[src/rtl/i2c_slave_shift_ctrl.sv]
// i2c_slave_shift_ctrl: I2C slave byte engine. Combines the shift register,
// bit counter and ACK-slot sequencing, driven by SCL edge and START/STOP
// pulses that are already synchronised to pclk.
// Optional build macro I2C_SLAVE_GENERAL_CALL_EN: also answer the all-zero
// general-call write address and report it on the extra gc_hit output.
module i2c_slave_shift_ctrl #(
   parameter int DATA_WIDTH = 8,
   parameter int ADDR_WIDTH = 7
) (
   input  logic                  pclk,
   input  logic                  presetn,
   input  logic                  start_det,
   input  logic                  stop_det,
   input  logic                  scl_rise,
   input  logic                  scl_fall,
   input  logic                  sda_in,
   input  logic [ADDR_WIDTH-1:0] slave_addr,
   input  logic                  ack_en,
   input  logic [DATA_WIDTH-1:0] tx_data,
   output logic [DATA_WIDTH-1:0] rx_data,
   output logic                  rx_valid,
   output logic                  tx_req,
   output logic                  addr_hit,
   output logic                  rw_bit,
   output logic                  sda_drive_low,
   output logic                  busy
`ifdef I2C_SLAVE_GENERAL_CALL_EN
   ,
   output logic                  gc_hit
`endif
);

   localparam int CNT_W = $clog2(DATA_WIDTH + 1);
   localparam logic [CNT_W-1:0] CNT_FULL = CNT_W'(DATA_WIDTH);

   typedef enum logic [2:0] {
      IDLE, ADDR, ADDR_ACK, RX, RX_ACK, TX, TX_ACK, WAIT_STOP
   } state_t;

   state_t                state_reg, state_next;
   logic [DATA_WIDTH-1:0] shifter_reg, shifter_next;
   logic [CNT_W-1:0]      bit_cnt_reg, bit_cnt_next;
   logic [DATA_WIDTH-1:0] rx_data_reg, rx_data_next;
   logic                  rx_valid_reg, rx_valid_next;
   logic                  tx_req_reg, tx_req_next;
   logic                  addr_hit_reg, addr_hit_next;
   logic                  rw_bit_reg, rw_bit_next;
   logic                  sda_low_reg, sda_low_next;
   logic                  mack_reg, mack_next;      // sampled master ACK bit (1 = NACK)
`ifdef I2C_SLAVE_GENERAL_CALL_EN
   logic                  gc_hit_reg, gc_hit_next;
`endif

   // A simultaneous rise and fall is illegal; the rise wins.
   logic scl_fall_eff;
   assign scl_fall_eff = scl_fall & ~scl_rise;

   // Bitwise compare of the received address field against our own address.
   logic [ADDR_WIDTH-1:0] addr_eq;
   logic                  addr_match;
   for (genvar gi = 0; gi < ADDR_WIDTH; gi++) begin : g_addr_cmp
      assign addr_eq[gi] = (shifter_reg[DATA_WIDTH-ADDR_WIDTH+gi] == slave_addr[gi]);
   end
   assign addr_match = &addr_eq;

   // Next-state and datapath decode; STOP beats START beats SCL edges.
   always_comb begin
      state_next    = state_reg;
      shifter_next  = shifter_reg;
      bit_cnt_next  = bit_cnt_reg;
      rx_data_next  = rx_data_reg;
      rx_valid_next = 1'b0;
      tx_req_next   = 1'b0;
      addr_hit_next = addr_hit_reg;
      rw_bit_next   = rw_bit_reg;
      sda_low_next  = sda_low_reg;
      mack_next     = mack_reg;
`ifdef I2C_SLAVE_GENERAL_CALL_EN
      gc_hit_next   = gc_hit_reg;
`endif
      if (stop_det) begin
         state_next    = IDLE;
         addr_hit_next = 1'b0;
         sda_low_next  = 1'b0;
`ifdef I2C_SLAVE_GENERAL_CALL_EN
         gc_hit_next   = 1'b0;
`endif
      end else if (start_det) begin
         state_next    = ADDR;
         bit_cnt_next  = '0;
         addr_hit_next = 1'b0;
         sda_low_next  = 1'b0;
`ifdef I2C_SLAVE_GENERAL_CALL_EN
         gc_hit_next   = 1'b0;
`endif
      end else begin
         case (state_reg)
            ADDR, RX: begin
               if (scl_rise && bit_cnt_reg != CNT_FULL) begin
                  shifter_next = {shifter_reg[DATA_WIDTH-2:0], sda_in};
                  bit_cnt_next = bit_cnt_reg + CNT_W'(1);
               end else if (scl_fall_eff && bit_cnt_reg == CNT_FULL) begin
                  if (state_reg == ADDR) begin
                     state_next   = ADDR_ACK;
                     sda_low_next = 1'b0;
                     if (addr_match) begin
                        addr_hit_next = 1'b1;
                        rw_bit_next   = shifter_reg[0];
                        sda_low_next  = 1'b1;
                     end
`ifdef I2C_SLAVE_GENERAL_CALL_EN
                     else if (shifter_reg == '0) begin
                        addr_hit_next = 1'b1;
                        gc_hit_next   = 1'b1;
                        rw_bit_next   = 1'b0;
                        sda_low_next  = 1'b1;
                     end
`endif
                  end else begin
                     state_next    = RX_ACK;
                     rx_data_next  = shifter_reg;
                     rx_valid_next = 1'b1;
                     sda_low_next  = ack_en;
                  end
               end
            end
            ADDR_ACK: begin
               if (scl_fall_eff) begin
                  bit_cnt_next = '0;
                  sda_low_next = 1'b0;
                  if (!addr_hit_reg) begin
                     state_next = WAIT_STOP;
                  end else if (!rw_bit_reg) begin
                     state_next = RX;
                  end else begin
                     state_next   = TX;
                     tx_req_next  = 1'b1;
                     shifter_next = tx_data;
                     sda_low_next = ~tx_data[DATA_WIDTH-1];
                  end
               end
            end
            RX_ACK: begin
               if (scl_fall_eff) begin
                  state_next   = RX;
                  sda_low_next = 1'b0;
                  bit_cnt_next = '0;
               end
            end
            TX: begin
               if (scl_rise && bit_cnt_reg != CNT_FULL) begin
                  bit_cnt_next = bit_cnt_reg + CNT_W'(1);
               end else if (scl_fall_eff) begin
                  if (bit_cnt_reg == CNT_FULL) begin
                     state_next   = TX_ACK;
                     sda_low_next = 1'b0;
                     mack_next    = 1'b1;
                  end else begin
                     shifter_next = {shifter_reg[DATA_WIDTH-2:0], 1'b0};
                     sda_low_next = ~shifter_reg[DATA_WIDTH-2];
                  end
               end
            end
            TX_ACK: begin
               if (scl_rise) begin
                  mack_next = sda_in;
               end else if (scl_fall_eff) begin
                  bit_cnt_next = '0;
                  if (!mack_reg) begin
                     state_next   = TX;
                     tx_req_next  = 1'b1;
                     shifter_next = tx_data;
                     sda_low_next = ~tx_data[DATA_WIDTH-1];
                  end else begin
                     state_next   = WAIT_STOP;
                     sda_low_next = 1'b0;
                  end
               end
            end
            WAIT_STOP: sda_low_next = 1'b0;
            IDLE:      sda_low_next = 1'b0;
            default:   state_next   = IDLE;
         endcase
      end
   end

   // State and output registers; reset releases SDA immediately.
   always_ff @(posedge pclk or negedge presetn) begin
      if (!presetn) begin
         state_reg    <= IDLE;
         shifter_reg  <= '0;
         bit_cnt_reg  <= '0;
         rx_data_reg  <= '0;
         rx_valid_reg <= 1'b0;
         tx_req_reg   <= 1'b0;
         addr_hit_reg <= 1'b0;
         rw_bit_reg   <= 1'b0;
         sda_low_reg  <= 1'b0;
         mack_reg     <= 1'b1;
`ifdef I2C_SLAVE_GENERAL_CALL_EN
         gc_hit_reg   <= 1'b0;
`endif
      end else begin
         state_reg    <= state_next;
         shifter_reg  <= shifter_next;
         bit_cnt_reg  <= bit_cnt_next;
         rx_data_reg  <= rx_data_next;
         rx_valid_reg <= rx_valid_next;
         tx_req_reg   <= tx_req_next;
         addr_hit_reg <= addr_hit_next;
         rw_bit_reg   <= rw_bit_next;
         sda_low_reg  <= sda_low_next;
         mack_reg     <= mack_next;
`ifdef I2C_SLAVE_GENERAL_CALL_EN
         gc_hit_reg   <= gc_hit_next;
`endif
      end
   end

   assign rx_data       = rx_data_reg;
   assign rx_valid      = rx_valid_reg;
   assign tx_req        = tx_req_reg;
   assign addr_hit      = addr_hit_reg;
   assign rw_bit        = rw_bit_reg;
   assign sda_drive_low = sda_low_reg;
   assign busy          = (state_reg != IDLE);
`ifdef I2C_SLAVE_GENERAL_CALL_EN
   assign gc_hit        = gc_hit_reg;
`endif

endmodule

[config.mk]
export PLATFORM = sky130hd
export DESIGN_NAME = i2c_slave_shift_ctrl
export DESIGN_NICKNAME = d
export VERILOG_FILES = /design/src/rtl/i2c_slave_shift_ctrl.sv
export SDC_FILE = /design/constraint.sdc
export NUM_CORES = 1
export LEC_CHECK = 0
export CAP_MARGIN = 10
export CORE_ASPECT_RATIO = 0.6
export CORE_MARGIN = 8
export CORE_UTILIZATION = 42
export CTS_CLUSTER_DIAMETER = 150
export DETAILED_ROUTE_END_ITERATION = 10
export PLACE_DENSITY = 0.69
export SYNTH_ARGS = -nofsm -noshare
export SYNTH_HDL_FRONTEND = slang
export SYNTH_SLANG_ARGS = --single-unit
[constraint.sdc]
create_clock -name pclk -period 2.2 [get_ports pclk]
set_input_delay 0.44 -clock pclk [delete_from_list [all_inputs] [get_ports pclk]]
set_output_delay 0.44 -clock pclk [all_outputs]
set_load 0.1 [all_outputs]
==> metrics.yaml <==
clock.fmax_mhz: 484
htree_levels: 2
p_leak_nw: 1.04
yosysMostFrequentCell: "nand2_1"
synth_area_sq_um: 1620
min_path_type: "flop to flop"
synth.cells.most_frequent: "nand2_1 (33), dfrtp_1 (28), mux2_2 (17), a21oi_1 (9), o21ai_0 (9)"
grt.overflow.total: 0
cp.arrival_ps: 2230
vias_per_cell: 5.39
routedWlPerCell_microns: 16.8
portBuffers: 36
rsz0062_at_grt: "no"
die-area_sq_um: 6170
holdWs_ps: 510
cts.sinks: 29
synthArstFlopShare: 1.00
placed_area_sq_um: 2170
slew_violations: 0
yosysUniqueCellTypes: 37
cts_tree: "built"
slowest_delay_ps: 470
crit_path_max_fanout: 8
stdcell_area_sq_um: 2290
period_needed_ps: 2070
routed-wl-met3_microns: 370
relSlewSlack: 0.733
drive_above_1_share: 0.308
crit_family: "buffers and inverters"
cts_buffers: 5
postLayoutCoreUtil: 0.623
status: "finished clean"
synth-seq-cells: 29
power_density_nw_per_um2: 663
wl_mm: 4.56
antenna_found_initial: 0
cts_root_buffer: "clkbuf_8"
criticalPathCategory: "primary input to flop"
drt_iter0_markers: 151
detail-route-antenna-nets: 0
max-cap-violations: 0
initial_core_util: 0.440
syn_area_per_cell_sq_um: 9.82
grt_pass1_vias: 1482
seq_area_frac_synth: 0.449
die_w_microns: 96.2
dp_slack_ps: -155
yosys.area.top_type: "dfrtp_1"
synth.area.top_cells: "dfrtp_1 (43%), mux2_2 (12%), nand2_1 (7.6%)"
placementRows: 17
path_cells: "clkdlybuf4s50_1, nor2b_2, a21oi_1, a211o_1, a221oi_4, buf_12, mux2_2"
hold_viol: 0
routedLengthMet1_mm: 2.05
drc: 0
synth_ff_type: "dfrtp_1"
crit_buf_inv: 2
grt_first_pass_wirelength_mm: 7.47
fin_crit_sh: 0.939
worst_setup_path_start_kind: "primary input"
synth_edf_count: 0
diodes: 0
insertion_delay_ps: 290
ioPinCount: 37
maxUsedRoutingLayer: "met4"
finalSetupViolCount: 0
core_sq_um: 3680
die_h_microns: 64.1
yosysWarnings: 0
fin_ws_ps: 135
synth_fp_nets: 190
ir_drop_mv: 0.381
nets: 248
wl_met2_mm: 2.06
vias: 1461
dp_hpwl_mm: 3.55
synth_top_area_frac: 0.432
cts_hold_buf: 0
worst-slew-pin-transition_ps: 400
cts_setup_buffers: 0
clkTransAtPathRegs_ps: 60
endpoint_kind: "flop"
synthCells: 165
clockBufferDepth: 2
gp_congestion: 0.872
skew_ps: 4.02
critPathSlowestCell: "clkdlybuf4s50_1"
first_pass_iters: 4
cts_resized: 0
grtUsageTotal: 0.156
grt_max_degree: 30
critPathRequiredTime_ps: 2370
syn2layout_area_growth_pct: 41.5
## placed cells by master, fill, tap and decap left out, types with 3 or more instances in the layout
master and instances:
a211oi_1 4, a21oi_1 9, buf_12 3, buf_4 31
clkbuf_8 6, clkdlybuf4s50_1 22, dfrtp_1 26, inv_1 6
mux2_2 17, nand2_1 33, nand2b_1 3, nand3_1 4
nor2_1 4, nor2b_1 3, nor4_1 3, o21ai_0 9
or2_2 3, xnor2_1 3, xor2_1 4
## kinds of logic after synthesis
group,Yosys count,share of synthesized area
AND/OR/NAND/NOR,64,0.199
AO/OA/AOI/OAI,33,0.141
flip-flops,29,0.449
buffers and inverters,11,0.0270
XOR/XNOR,7,0.0378
adder cells (fa/ha/maj),2,0.0154
multiplexers,19,0.131
## metal layers
layer  up-vias  track usage
li1        703            -
met1       694        0.209
met2        55        0.227
met3         9       0.0420
met4         0       0.0705
met5         -            0
## report_power, final
group | switching [mW] | internal, mW
clock network | 0.218 | 0.368
registers | 0.0719 | 0.586
logic | 0.126 | 0.150
## path summary, 6_finish.rpt
path                                      from              to  slack, ps  cells after the start
max in group asynchronous              presetn        mack_reg       1350                      2
min in group asynchronous              presetn    state_reg[0]        530                      2
worst max register to register  bit_cnt_reg[0]  shifter_reg[7]        170                      8
worst min-delay path                rx_data[6]      rx_data[6]        510                      1
worst min register to register      rx_data[6]      rx_data[6]        510                      1
worst max-delay path                  scl_fall  shifter_reg[7]        130                      7
## layout make-up
type                    instances  area (sq um)
clock inverters                 2          37.5
multi-input cells             125           850
clock buffers                   6          82.6
flip-flops and latches         29           729
repair buffers                 56           513
well taps                      47          58.8
inverters                       6          22.5
fillers                       306          1390
## through the flow
| step | setup TNS (ps) | instances | power [mW] |
|---|---|---|---|
| after global placement | -1020 | 263 | 0.924 |
| after floorplan | 0 | 165 | 0.804 |
| after CTS | 0 | 271 | 1.53 |
| after detailed placement | -1560 | 263 | 0.937 |
| final | 0 | 271 | 1.52 |
| after global routing | 0 | 271 | 1.59 |
Power figures use the tool's default switching activity.
